===== src/rtl/vga_pkg.sv =====
// Shared definitions for the VGA timing receiver: lock FSM encoding, default counter widths
// and the nominal timing of the 12 MHz VGA generator this block is paired with.
package vga_pkg;

  localparam int unsigned DefHTimerBits = 9;
  localparam int unsigned DefVTimerBits = 9;

  localparam int unsigned NomLineClks   = 382;
  localparam int unsigned NomHsyncClks  = 46;
  localparam int unsigned NomFrameLines = 526;

  typedef enum logic [1:0] {
    StSearch  = 2'd0,
    StMeasure = 2'd1,
    StLocked  = 2'd2
  } vga_state_e;

endpackage


===== src/rtl/vga_sync_edge.sv =====
// Two-flop synchronizer for an asynchronous active-low sync pin plus edge detection on the
// synchronized level. Flops idle high so reset never creates a spurious falling edge.
module vga_sync_edge (
  input  logic CLK,
  input  logic RST,
  input  logic async_i,
  output logic level_o,
  output logic rise_o,
  output logic fall_o
);

  logic meta_q, sync_q, dly_q;

  always_ff @(posedge CLK or posedge RST) begin
    if (RST) begin
      meta_q <= 1'b1;
      sync_q <= 1'b1;
      dly_q  <= 1'b1;
    end else begin
      meta_q <= async_i;
      sync_q <= meta_q;
      dly_q  <= sync_q;
    end
  end

  assign level_o = sync_q;
  assign rise_o  = sync_q & ~dly_q;
  assign fall_o  = ~sync_q & dly_q;

endmodule


===== src/rtl/vga_timing_rx.sv =====
// Measures incoming VGA sync timing (line period, hsync width, frame length), tracks the
// raster position and reports lock once consecutive frames agree.
module vga_timing_rx
  import vga_pkg::*;
#(
  parameter int unsigned H_TIMER_BITS = DefHTimerBits,
  parameter int unsigned V_TIMER_BITS = DefVTimerBits,
  parameter int unsigned LOCK_FRAMES  = 2,
  parameter int unsigned H_TOL        = 1
) (
  input  logic                  CLK,
  input  logic                  RST,
  input  logic                  hsync_in,
  input  logic                  vsync_in,
  output logic [H_TIMER_BITS:0] x,
  output logic [V_TIMER_BITS:0] y,
  output logic [H_TIMER_BITS:0] line_len,
  output logic [H_TIMER_BITS:0] hs_width,
  output logic [V_TIMER_BITS:0] frame_lines,
  output logic                  locked,
  output logic                  line_strobe,
  output logic                  frame_strobe,
  output logic                  err
);

  localparam int unsigned HW     = H_TIMER_BITS + 1;
  localparam int unsigned VW     = V_TIMER_BITS + 1;
  localparam int unsigned MatchW = $clog2(LOCK_FRAMES + 1);

  localparam logic [HW-1:0]     XMax     = '1;
  localparam logic [HW-1:0]     XPreMax  = XMax - 1'b1;
  localparam logic [VW-1:0]     YMax     = '1;
  localparam logic [HW-1:0]     HTol     = HW'(H_TOL);
  localparam logic [MatchW-1:0] LockLast = MatchW'(LOCK_FRAMES - 1);

  logic h_level, h_rise, h_fall;
  logic v_level, v_rise, v_fall;
  logic unused_v;

  vga_sync_edge u_hsync (
    .CLK     (CLK),
    .RST     (RST),
    .async_i (hsync_in),
    .level_o (h_level),
    .rise_o  (h_rise),
    .fall_o  (h_fall)
  );

  vga_sync_edge u_vsync (
    .CLK     (CLK),
    .RST     (RST),
    .async_i (vsync_in),
    .level_o (v_level),
    .rise_o  (v_rise),
    .fall_o  (v_fall)
  );

  assign unused_v = v_level ^ v_rise;

  logic [HW-1:0] x_q, line_len_q, hs_cnt_q, hs_width_q;
  logic [VW-1:0] y_q, frame_lines_q;
  logic          line_strobe_q, frame_strobe_q;

  always_ff @(posedge CLK or posedge RST) begin
    if (RST) begin
      x_q            <= '0;
      y_q            <= '0;
      line_len_q     <= '0;
      hs_cnt_q       <= '0;
      hs_width_q     <= '0;
      frame_lines_q  <= '0;
      line_strobe_q  <= 1'b0;
      frame_strobe_q <= 1'b0;
    end else begin
      line_strobe_q  <= h_fall;
      frame_strobe_q <= v_fall;

      if (h_fall) begin
        x_q        <= '0;
        line_len_q <= (x_q == XMax) ? XMax : x_q + 1'b1;
      end else if (x_q != XMax) begin
        x_q <= x_q + 1'b1;
      end

      // vsync wins over a coincident hsync for the line counter
      if (v_fall) begin
        y_q           <= '0;
        frame_lines_q <= (y_q == YMax) ? YMax : y_q + 1'b1;
      end else if (h_fall && (y_q != YMax)) begin
        y_q <= y_q + 1'b1;
      end

      if (h_rise) begin
        hs_width_q <= hs_cnt_q;
        hs_cnt_q   <= '0;
      end else if (!h_level && (hs_cnt_q != XMax)) begin
        hs_cnt_q <= hs_cnt_q + 1'b1;
      end
    end
  end

  // Fires only on the step into saturation, so a dead hsync gives a single err pulse.
  logic          x_hit;
  logic [HW-1:0] line_dev;

  vga_state_e        state_q;
  logic [HW-1:0]     ref_line_q;
  logic [VW-1:0]     ref_frame_q;
  logic [MatchW-1:0] match_q;
  logic              locked_q, err_q;

  always_comb begin
    x_hit    = !h_fall && (x_q == XPreMax);
    line_dev = (line_len_q >= ref_line_q) ? line_len_q - ref_line_q : ref_line_q - line_len_q;
  end

  always_ff @(posedge CLK or posedge RST) begin
    if (RST) begin
      state_q     <= StSearch;
      ref_line_q  <= '0;
      ref_frame_q <= '0;
      match_q     <= '0;
      locked_q    <= 1'b0;
      err_q       <= 1'b0;
    end else begin
      err_q <= 1'b0;
      if (x_hit) begin
        state_q  <= StSearch;
        match_q  <= '0;
        locked_q <= 1'b0;
        err_q    <= 1'b1;
      end else begin
        unique case (state_q)
          StSearch: begin
            if (frame_strobe_q) begin
              state_q     <= StMeasure;
              ref_line_q  <= line_len_q;
              ref_frame_q <= frame_lines_q;
              match_q     <= '0;
            end
          end
          StMeasure: begin
            if (frame_strobe_q) begin
              if ((line_len_q == ref_line_q) && (frame_lines_q == ref_frame_q)) begin
                if (match_q == LockLast) begin
                  state_q  <= StLocked;
                  locked_q <= 1'b1;
                  match_q  <= MatchW'(LOCK_FRAMES);
                end else begin
                  match_q <= match_q + 1'b1;
                end
              end else begin
                ref_line_q  <= line_len_q;
                ref_frame_q <= frame_lines_q;
                match_q     <= '0;
              end
            end
          end
          StLocked: begin
            if ((line_strobe_q && (line_dev > HTol)) ||
                (frame_strobe_q && (frame_lines_q != ref_frame_q))) begin
              state_q  <= StSearch;
              match_q  <= '0;
              locked_q <= 1'b0;
              err_q    <= 1'b1;
            end
          end
          default: begin
            state_q  <= StSearch;
            locked_q <= 1'b0;
          end
        endcase
      end
    end
  end

  assign x            = x_q;
  assign y            = y_q;
  assign line_len     = line_len_q;
  assign hs_width     = hs_width_q;
  assign frame_lines  = frame_lines_q;
  assign locked       = locked_q;
  assign line_strobe  = line_strobe_q;
  assign frame_strobe = frame_strobe_q;
  assign err          = err_q;

endmodule

===== config.mk =====
export PLATFORM = sky130hd
export DESIGN_NAME = vga_timing_rx
export DESIGN_NICKNAME = d
export VERILOG_FILES = /design/src/rtl/vga_pkg.sv /design/src/rtl/vga_sync_edge.sv /design/src/rtl/vga_timing_rx.sv
export SDC_FILE = /design/constraint.sdc
export NUM_CORES = 1
export LEC_CHECK = 0
export BUFFER_PORTS_ARGS = -buffer_cell sky130_fd_sc_hd__buf_2
export CORE_ASPECT_RATIO = 0.8
export CORE_UTILIZATION = 55
export DETAILED_ROUTE_END_ITERATION = 8
export HOLD_SLACK_MARGIN = 0.08
export PLACE_DENSITY = 0.76
export REMOVE_ABC_BUFFERS = 1
export SLEW_MARGIN = 10
export SYNTH_ARGS = -nofsm -noshare
export SYNTH_HDL_FRONTEND = slang
export SYNTH_HIERARCHICAL = 1
export SYNTH_SLANG_ARGS = --single-unit

===== constraint.sdc =====
create_clock -name CLK -period 7.4 [get_ports CLK]
set_clock_uncertainty 0.1 [all_clocks]
set_input_delay 1.48 -clock CLK [delete_from_list [all_inputs] [get_ports CLK]]
set_output_delay 1.48 -clock CLK [all_outputs]
set_load 0.02 [all_outputs]

==> reports/summary.txt, run 1 <==
status: finished clean
hold_sp: u_vsync/meta_q
Mapped Cells: 534
post-route ant nets: 0
Slew HR: 30.4%
area of the multi-input gates: 2570 um2
mapped cell area: 5180 um2
Lkg Pwr: 2.76 nW
Post-Syn Area per Cell: 9.69 um2
fin crit period: 3.20 ns
# H-tree levels: 3
gr usage total: 23.8%
CTS tree: yes
Fmax: 312 MHz
I/O Buffers: 57
number of global-route vias before repair: 3784
fillcell total: 741
slack of the worst reg-to-reg path: 4.20 ns
Die H: 88.8 um
CTS buffer count: 9
CP arrival: 3.32 ns
FF/Latch Area: 2360 um2
largest net degree at the start of global routing: 89
Worst-Margin Slew: 1.04 ns
RSZ-0062 raised after global routing: no
Max Cap Violations: 0
ANT cells: 0
CP Max Fanout: 30
Final TNS setup: 0 ns
DR iter-0 viols: 371
detailed-route via count: 4036
via-per-instance ratio: 5.74
CTS clk-pin slew, worst paths: 0.07 ns
fraction of layout cells with a size suffix above 1: 18.4%
area grow syn2layout: 12.6%
Root Driver: clkbuf_16
post-DR wirelength/cell: 16.3 um
hold buffer count at CTS: 0
drt first pass iters: 6
worst r2r src: line_len[4]
r2r endpoint: ref_frame_q[7]
CP Launch Type: flop
initial core utilization: 57.0%
core area: 9080 um2
antenna violations before repair: 0
final setup fails: 0
hold endpoint: u_vsync/level_o
Slew Limit Fails: 0
Hold Path Class: reg -> reg
Worst-Skew Late Latency: 0.34 ns
Synth warnings: 6
Overall Power: 1.60 mW
Crit path required time: 7.52 ns
DRC Markers: 0
post-layout util: 64.2%
Die ar.: 9810 um2
drt total wl: 11400 um
r2r worst-path depth: 8
I/O pins: 58
hold path cells: 0
setup repair bufs after CTS: 0
worst setup path class: reg -> reg
CP endpoint kind: flop
final worst path period share: 43.3%
DIE WIDTH: 110 um
pwr dens: 275 nW/um2
FP Rows: 31
CTS max path bufs: 2
VDD IR max: 198 uV
gpl congestion: 0.899
post-detail-place hpwl: 8070 um
Num Clock Sinks: 94
Final Net Count: 613
global-route wire length before repair: 18400 um
final hold vios: 0
total global routing overflow: 0
post-cts resize count: 0
==> state kept, by name, indices dropped and copies added, names as in the netlist, 2 cells and up <==
name / count
ref_frame_q: 10
line_len: 10
y: 10
match_q: 2
frame_lines: 10
state_q: 2
hs_width: 10
hs_cnt_q: 10
x: 10
ref_line_q: 10
==> layout make-up <==
| type | instances | area share (%) |
|---|---|---|
| well taps | 115 | 2.47 |
| repair buffers | 60 | 5.63 |
| multi-input cells | 383 | 44.1 |
| clock inverters | 7 | 1.16 |
| clock buffers | 9 | 3.87 |
| inverters | 35 | 2.28 |
| flip-flops and latches | 94 | 40.5 |
==> worst max path at each step <==
| stage | start | slack, ns | end |
|---|---|---|---|
| after global placement | line_len[4] | 4.37 | ref_frame_q[1] |
| after detailed placement | line_len[4] | 4.22 | ref_frame_q[7] |
| after global routing | line_len[8] | 3.99 | ref_frame_q[7] |
| after CTS | line_len[4] | 4.20 | ref_frame_q[7] |
| final | line_len[4] | 4.20 | ref_frame_q[7] |
| after floorplan | RST | 3.54 | err |
==> per-layer routing <==
metal	share of wire, %	GRT usage (%)
met1	45	31.2
met2	49	40.5
met3	4.4	4.32
met4	1.7	8.12
met5	0	0
==> placed cells by master, fill, tap and decap left out, types with 9 or more instances in the layout <==
master and instances:
a31oi_1 18, a21oi_1 27, inv_1 34, nand3_1 23, dfrtp_1 88, buf_2 57, ha_1 24, mux2_1 11
mux2_2 12, clkbuf_16 9, o21ai_0 30, nand2_1 35, nor2b_1 9, xnor2_1 11, xor2_1 23, nor2_1 59
or3_1 9
==> through the flow <==
| step | hold slack, ns | area [um2] | setup slack [ns] | cells |
|---|---|---|---|---|
| 2_1_floorplan | 0.245 | 5060 | 3.54 | 512 |
| 4_1_cts | 0.258 | 5800 | 4.20 | 702 |
| 3_5_place_dp | 0.248 | 5510 | 4.22 | 686 |
| 5_1_grt | 0.267 | 5830 | 3.99 | 703 |
| 3_3_place_gp | 0.246 | 5510 | 4.37 | 686 |
| 6_report | 0.258 | 5830 | 4.20 | 703 |
==> critical path: stages, from the launching register on <==
cell     delay (ns)
dfrtp_1        0.38
inv_1          0.09
ha_1           0.59
nand3_2        0.19
nor3_1         0.31
nand2_1        0.09
nor2_1         0.11
or3b_1         0.82
mux2_1         0.39
==> report_power, final <==
group / internal, mW / switching [mW] / total [mW]
Sequential: 0.578 / 0.0674 / 0.645
Combinational: 0.200 / 0.305 / 0.506
Clock: 0.236 / 0.215 / 0.452
Total: 1.01 / 0.588 / 1.60
Note: power is estimated with default switching activity, not from simulation.
==> inputs of run 2 (changes only) <==
Clock period 7.4 ns to 3 ns, I/O delays scaled along.
==> reports/summary.txt, run 2 (synthesized netlist as in run 1, its figures left out) <==
CP Max Fanout: 3 (-90%)
Max Cap Violations: 0 (unchanged)
post-DR wirelength/cell: 15.3 um (-6.3%)
leading cell types in the layout, fill and taps excluded: dfrtp_1 (88), nor2_1 (59), buf_2 (57), nand2_1 (35), inv_1 (34)
commonest non-fill, non-tap cell in the layout: dfrtp_1
Final TNS setup: 0 ns (unchanged)
number of global-route vias before repair: 3833 (+1.3%)
DR iter-0 viols: 282 (-24%)
# H-tree levels: 3 (unchanged)
Fmax: 361 MHz (+16%)
final setup fails: 0 (unchanged)
post-detail-place hpwl: 7780 um (-3.5%)
dpl cell area: 5560 um2 (+0.91%)
Final Cell Area: 5880 um2 (+0.97%)
Crit path required time: 3.12 ns (-4.40 ns)
pwr dens: 689 nW/um2 (+150%)
CTS buffer count: 9 (unchanged)
Seq pwr share: 39.2% (-1.1 points)
I/O pins: 58 (unchanged)
Slew Limit Fails: 0 (unchanged)
VDD IR max: 436 uV (+120%)
switch share: 34.4% (-2.3 points)
drt total wl: 10800 um (-5.8%)
Slew HR: 62.4% (+32 points)
combinational group share of total power: 30.3% (-1.3 points)
final worst slack: 0.233 ns (-3.97 ns)
post-layout util: 64.8% (+0.62 points)
placed cell count: 691 (+0.73%)
Die ar.: 9810 um2 (unchanged)
antenna violations before repair: 0 (unchanged)
worst setup path class: reg -> reg
fraction of layout cells with a size suffix above 1: 18.9% (+0.55 points)
Worst-Margin Slew: 0.563 ns (-0.481 ns)
setup repair bufs after CTS: 0 (unchanged)
CP Launch Type: flop
area grow syn2layout: 13.7%
CTS tree: yes
Lkg Pwr: 2.78 nW (+0.89%)
core area: 9080 um2 (unchanged)
post-route ant nets: 0 (unchanged)
hold slack: 0.209 ns (-0.0485 ns)
gpl congestion: 0.936 (+4.0%)
Worst-Skew Late Latency: 0.34 ns (about the same)
initial core utilization: 57.0% (unchanged)
switching pwr: 1.40 mW (+140%)
Setup WS pre-CTS: 0.184 ns (-4.04 ns)
fin crit period: 2.77 ns (-0.434 ns)
DRC Markers: 0 (unchanged)
Num Clock Sinks: 94 (unchanged)
global-route wire length before repair: 18100 um (-1.8%)
Clk network pwr share: 30.6% (+2.4 points)
total global routing overflow: 0 (unchanged)
CP arrival: 2.89 ns (-0.43 ns)
Final Net Count: 617 (+0.65%)
final worst path period share: 92.2% (+49 points)
Overall Power: 4.05 mW (+150%)
Hold Path Class: in -> async
post-cts resize count: 0 (unchanged)
FP Rows: 31 (unchanged)
hold buffer count at CTS: 0 (unchanged)
CTS max path bufs: 2 (unchanged)
ANT cells: 0 (unchanged)
I/O Buffers: 57 (unchanged)
gr usage total: 23.3% (-0.48 points)
Pint: 2.66 mW (+160%)
detailed-route via count: 4016 (-0.50%)
Root Driver: clkbuf_16
RSZ-0062 raised after global routing: no
CTS clk-pin slew, worst paths: 0.07 ns (about the same)
DIE WIDTH: 110 um (unchanged)
status: finished clean
drt first pass iters: 4 (-2)
non-filler instance count after layout: 707 (+0.57%)
CP endpoint kind: flop
final hold vios: 0 (unchanged)
Die H: 88.8 um (unchanged)
via-per-instance ratio: 5.68 (-1.1%)
largest net degree at the start of global routing: 58 (-35%)
run 2: worst max-delay path, stage by stage, from the launching register on:
cell and delay (ns):
dfrtp_1 0.40, ha_1 0.23, fa_1 0.41, nand2b_1 0.20
a21oi_2 0.20, o21ai_0 0.14, a2111oi_2 0.31, nand4_1 0.16
o311ai_1 0.14, nand2_2 0.13, a31o_1 0.24
run 2: final cells by class:
type | count | area, um2
fill | 743 | 3190
clock buffer | 10 | 229
inverter | 35 | 133
tap | 115 | 144
multi-input combinational | 383 | 2570
timing repair buffer | 64 | 350
clock inverter | 6 | 95.1
sequential | 94 | 2360
run 2: final timing paths:
kind / from / endpoint / slack [ns] / cells past startpoint
setup / recovery: line_len[0] / err / 0.23 / 10
hold / removal: RST / hs_width[0] / 0.21 / 2
setup reg to reg: line_len[0] / err / 0.23 / 10
hold reg to reg: u_vsync/meta_q / u_vsync/level_o / 0.26 / 0
max in group asynchronous: RST / ref_line_q[1] / 1.91 / 3
min in group CLK: vsync_in / u_vsync/meta_q / 0.25 / 1
run 2: power by group through the flow:
stage                     clock (mW)  sequential (mW)  combinational, mW
final                           1.24             1.59               1.23
after global routing            1.31             1.61               1.37
after CTS                       1.26             1.59               1.22
after detailed placement           0             1.61               1.21
after global placement             0             1.59               1.19
after floorplan                    0             1.68              0.824
run 2: routing by layer:
| layer | vias to the layer above | track usage [%] | part of all wire [%] |
|---|---|---|---|
| met5 | - | 0 | 0 |
| met4 | 0 | 6.42 | 0.82 |
| met3 | 8 | 6.30 | 5.1 |
| met2 | 116 | 40.0 | 49 |
| met1 | 1931 | 29.5 | 45 |
| li1 | 1961 | - | - |
==> inputs of run 3 (changes only) <==
Settings changed: CORE_ASPECT_RATIO 0.8 to 0.6.
==> reports/summary.txt, run 3 (synthesized netlist as in run 1, its figures left out) <==
status: finished clean
Hold Path Class: in -> async
fin crit period: 2.83 ns (+0.0648 ns)
pwr dens: 683 nW/um2 (-0.86%)
post-layout util: 67.5% (+2.7 points)
VDD IR max: 464 uV (+6.3%)
gpl congestion: 0.945 (+1.0%)
worst r2r src: line_len[4]
final worst path period share: 94.4% (+2.2 points)
Final TNS setup: 0 ns (unchanged)
I/O pins: 58 (unchanged)
met1 Usage GRT: 39.0% (+9.5 points)
CP arrival: 2.96 ns (+0.07 ns)
CP endpoint kind: flop
post-detail-place hpwl: 8270 um (+6.3%)
DIE WIDTH: 127 um (+15%)
Worst-Skew Late Latency: 0.35 ns (about the same)
CTS clk-pin slew, worst paths: 0.07 ns (about the same)
Num Clock Sinks: 94 (unchanged)
Worst-Margin Slew: 0.558 ns (-0.00473 ns)
# H-tree levels: 3 (unchanged)
fillcell total: 714 (-3.9%)
fraction of layout cells with a size suffix above 1: 20.8% (+1.9 points)
r2r endpoint: err
global routing met3 resource utilization: 5.86% (-0.44 points)
post-route ant nets: 0 (unchanged)
Slew Limit Fails: 0 (unchanged)
antenna violations before repair: 0 (unchanged)
slack of the worst reg-to-reg path: 0.17 ns (-0.06 ns)
final setup fails: 0 (unchanged)
global routing's busiest layer: met1
area grow syn2layout: 14.9%
total global routing overflow: 0 (unchanged)
Fmax: 353 MHz (-2.3%)
CTS buffer count: 9 (unchanged)
r2r worst-path depth: 10 (unchanged)
Final Cell Area: 5950 um2 (+1.1%)
Slew HR: 62.7% (+0.32 points)
CTS tree: yes
Root Driver: clkbuf_16
non-filler instance count after layout: 723 (+2.3%)
GRT met2 Usage: 34.3% (-5.7 points)
dpl cell area: 5610 um2 (+0.92%)
FP Rows: 26 (-16%)
CP Launch Type: flop
hold buffer count at CTS: 0 (unchanged)
CP Max Fanout: 10 (+7)
RSZ-0062 raised after global routing: no
gr usage total: 25.1% (+1.8 points)
Final Net Count: 623 (+0.97%)
DR iter-0 viols: 307 (+8.9%)
drt total wl: 11400 um (+5.9%)
DRC Markers: 0 (unchanged)
Crit path required time: 3.13 ns (about the same)
via-per-instance ratio: 5.64 (-0.73%)
global-route wire length before repair: 18900 um (+4.5%)
largest net degree at the start of global routing: 59 (+1.7%)
Critical Path Source: line_len[4]
post-DR wirelength/cell: 15.8 um (+3.6%)
number of global-route vias before repair: 3730 (-2.7%)
FF/Latch Area: 2360 um2 (unchanged)
ANT cells: 0 (unchanged)
CTS max path bufs: 2 (unchanged)
placed cell count: 707 (+2.3%)
Die ar.: 9820 um2 (+0.11%)
area of the multi-input gates: 2600 um2 (+1.0%)
drt first pass iters: 5 (+1)
Die H: 77.1 um (-13%)
core area: 8820 um2 (-2.9%)
final hold vios: 0 (unchanged)
worst setup path class: reg -> reg
leading cell types in the layout, fill and taps excluded: dfrtp_1 (88), nor2_1 (59), buf_2 (57), nand2_1 (35), inv_1 (34)
commonest non-fill, non-tap cell in the layout: dfrtp_1
Max Cap Violations: 0 (unchanged)
initial core utilization: 58.7% (+1.7 points)
Lkg Pwr: 2.81 nW (+0.92%)
detailed-route via count: 4077 (+1.5%)
I/O Buffers: 57 (unchanged)
run 3: cell count changes in the layout (fill, tap and decap cells not counted), moves of 2 or more:
cell / previous run / this run
buf_4: 6 / 12
clkinv_4: 0 / 2
inv_6: 0 / 2
inv_8: 2 / 0
run 3: worst max-delay path by stage:
stage,to,slack (ns),cells after the start
global route,err,0.05,10
finish,err,0.17,10
global placement,err,0.31,10
floorplan,err,0.02,1
detailed placement,err,0.25,10
CTS,err,0.16,10
run 3: power by group:
group	leakage [nW]	total (mW)	internal, mW	switching (mW)
logic	1.45	1.31	0.523	0.784
clock network	0.150	1.17	0.673	0.493
registers	1.21	1.59	1.43	0.165
total	2.81	4.06	2.62	1.44
run 3: per-stage QoR:
stage / power [mW] / setup slack, ns / hold WS, ns
after floorplan: 2.50 / 0.0214 / 0.245
after global placement: 2.83 / 0.313 / 0.245
after detailed placement: 2.85 / 0.253 / 0.251
after CTS: 4.04 / 0.162 / 0.229
after global routing: 4.31 / 0.0464 / 0.236
final: 4.06 / 0.168 / 0.208
run 3: worst max-delay path, stage by stage (launching register included):
cell and delay (ns):
dfrtp_1 0.36, inv_1 0.08, ha_1 0.43, a21oi_2 0.20, o21bai_1 0.13, or3_1 0.36, a2111oi_2 0.35, nand4_1 0.23
o311ai_2 0.15, nand2_2 0.09, a31o_1 0.23
run 3: metal layers:
| layer | up-vias | wire length [um] |
|---|---|---|
| li1 | 1975 | - |
| met1 | 1934 | 5820 |
| met2 | 153 | 4680 |
| met3 | 15 | 783 |
| met4 | 0 | 145 |
| met5 | - | 0 |
run 3: layout make-up:
| cell class | count | area share (%) |
|---|---|---|
| multi-input cells | 383 | 43.7 |
| flip-flops and latches | 94 | 39.7 |
| repair buffers | 70 | 6.65 |
| clock buffers | 10 | 4.02 |
| well taps | 126 | 2.65 |
| inverters | 35 | 2.23 |
| clock inverters | 5 | 1.09 |
run 3: what timing repair did:
item                       CTS  global route
resized for setup            0             7
setup endpoints to repair    0             3
setup buffers                0             1
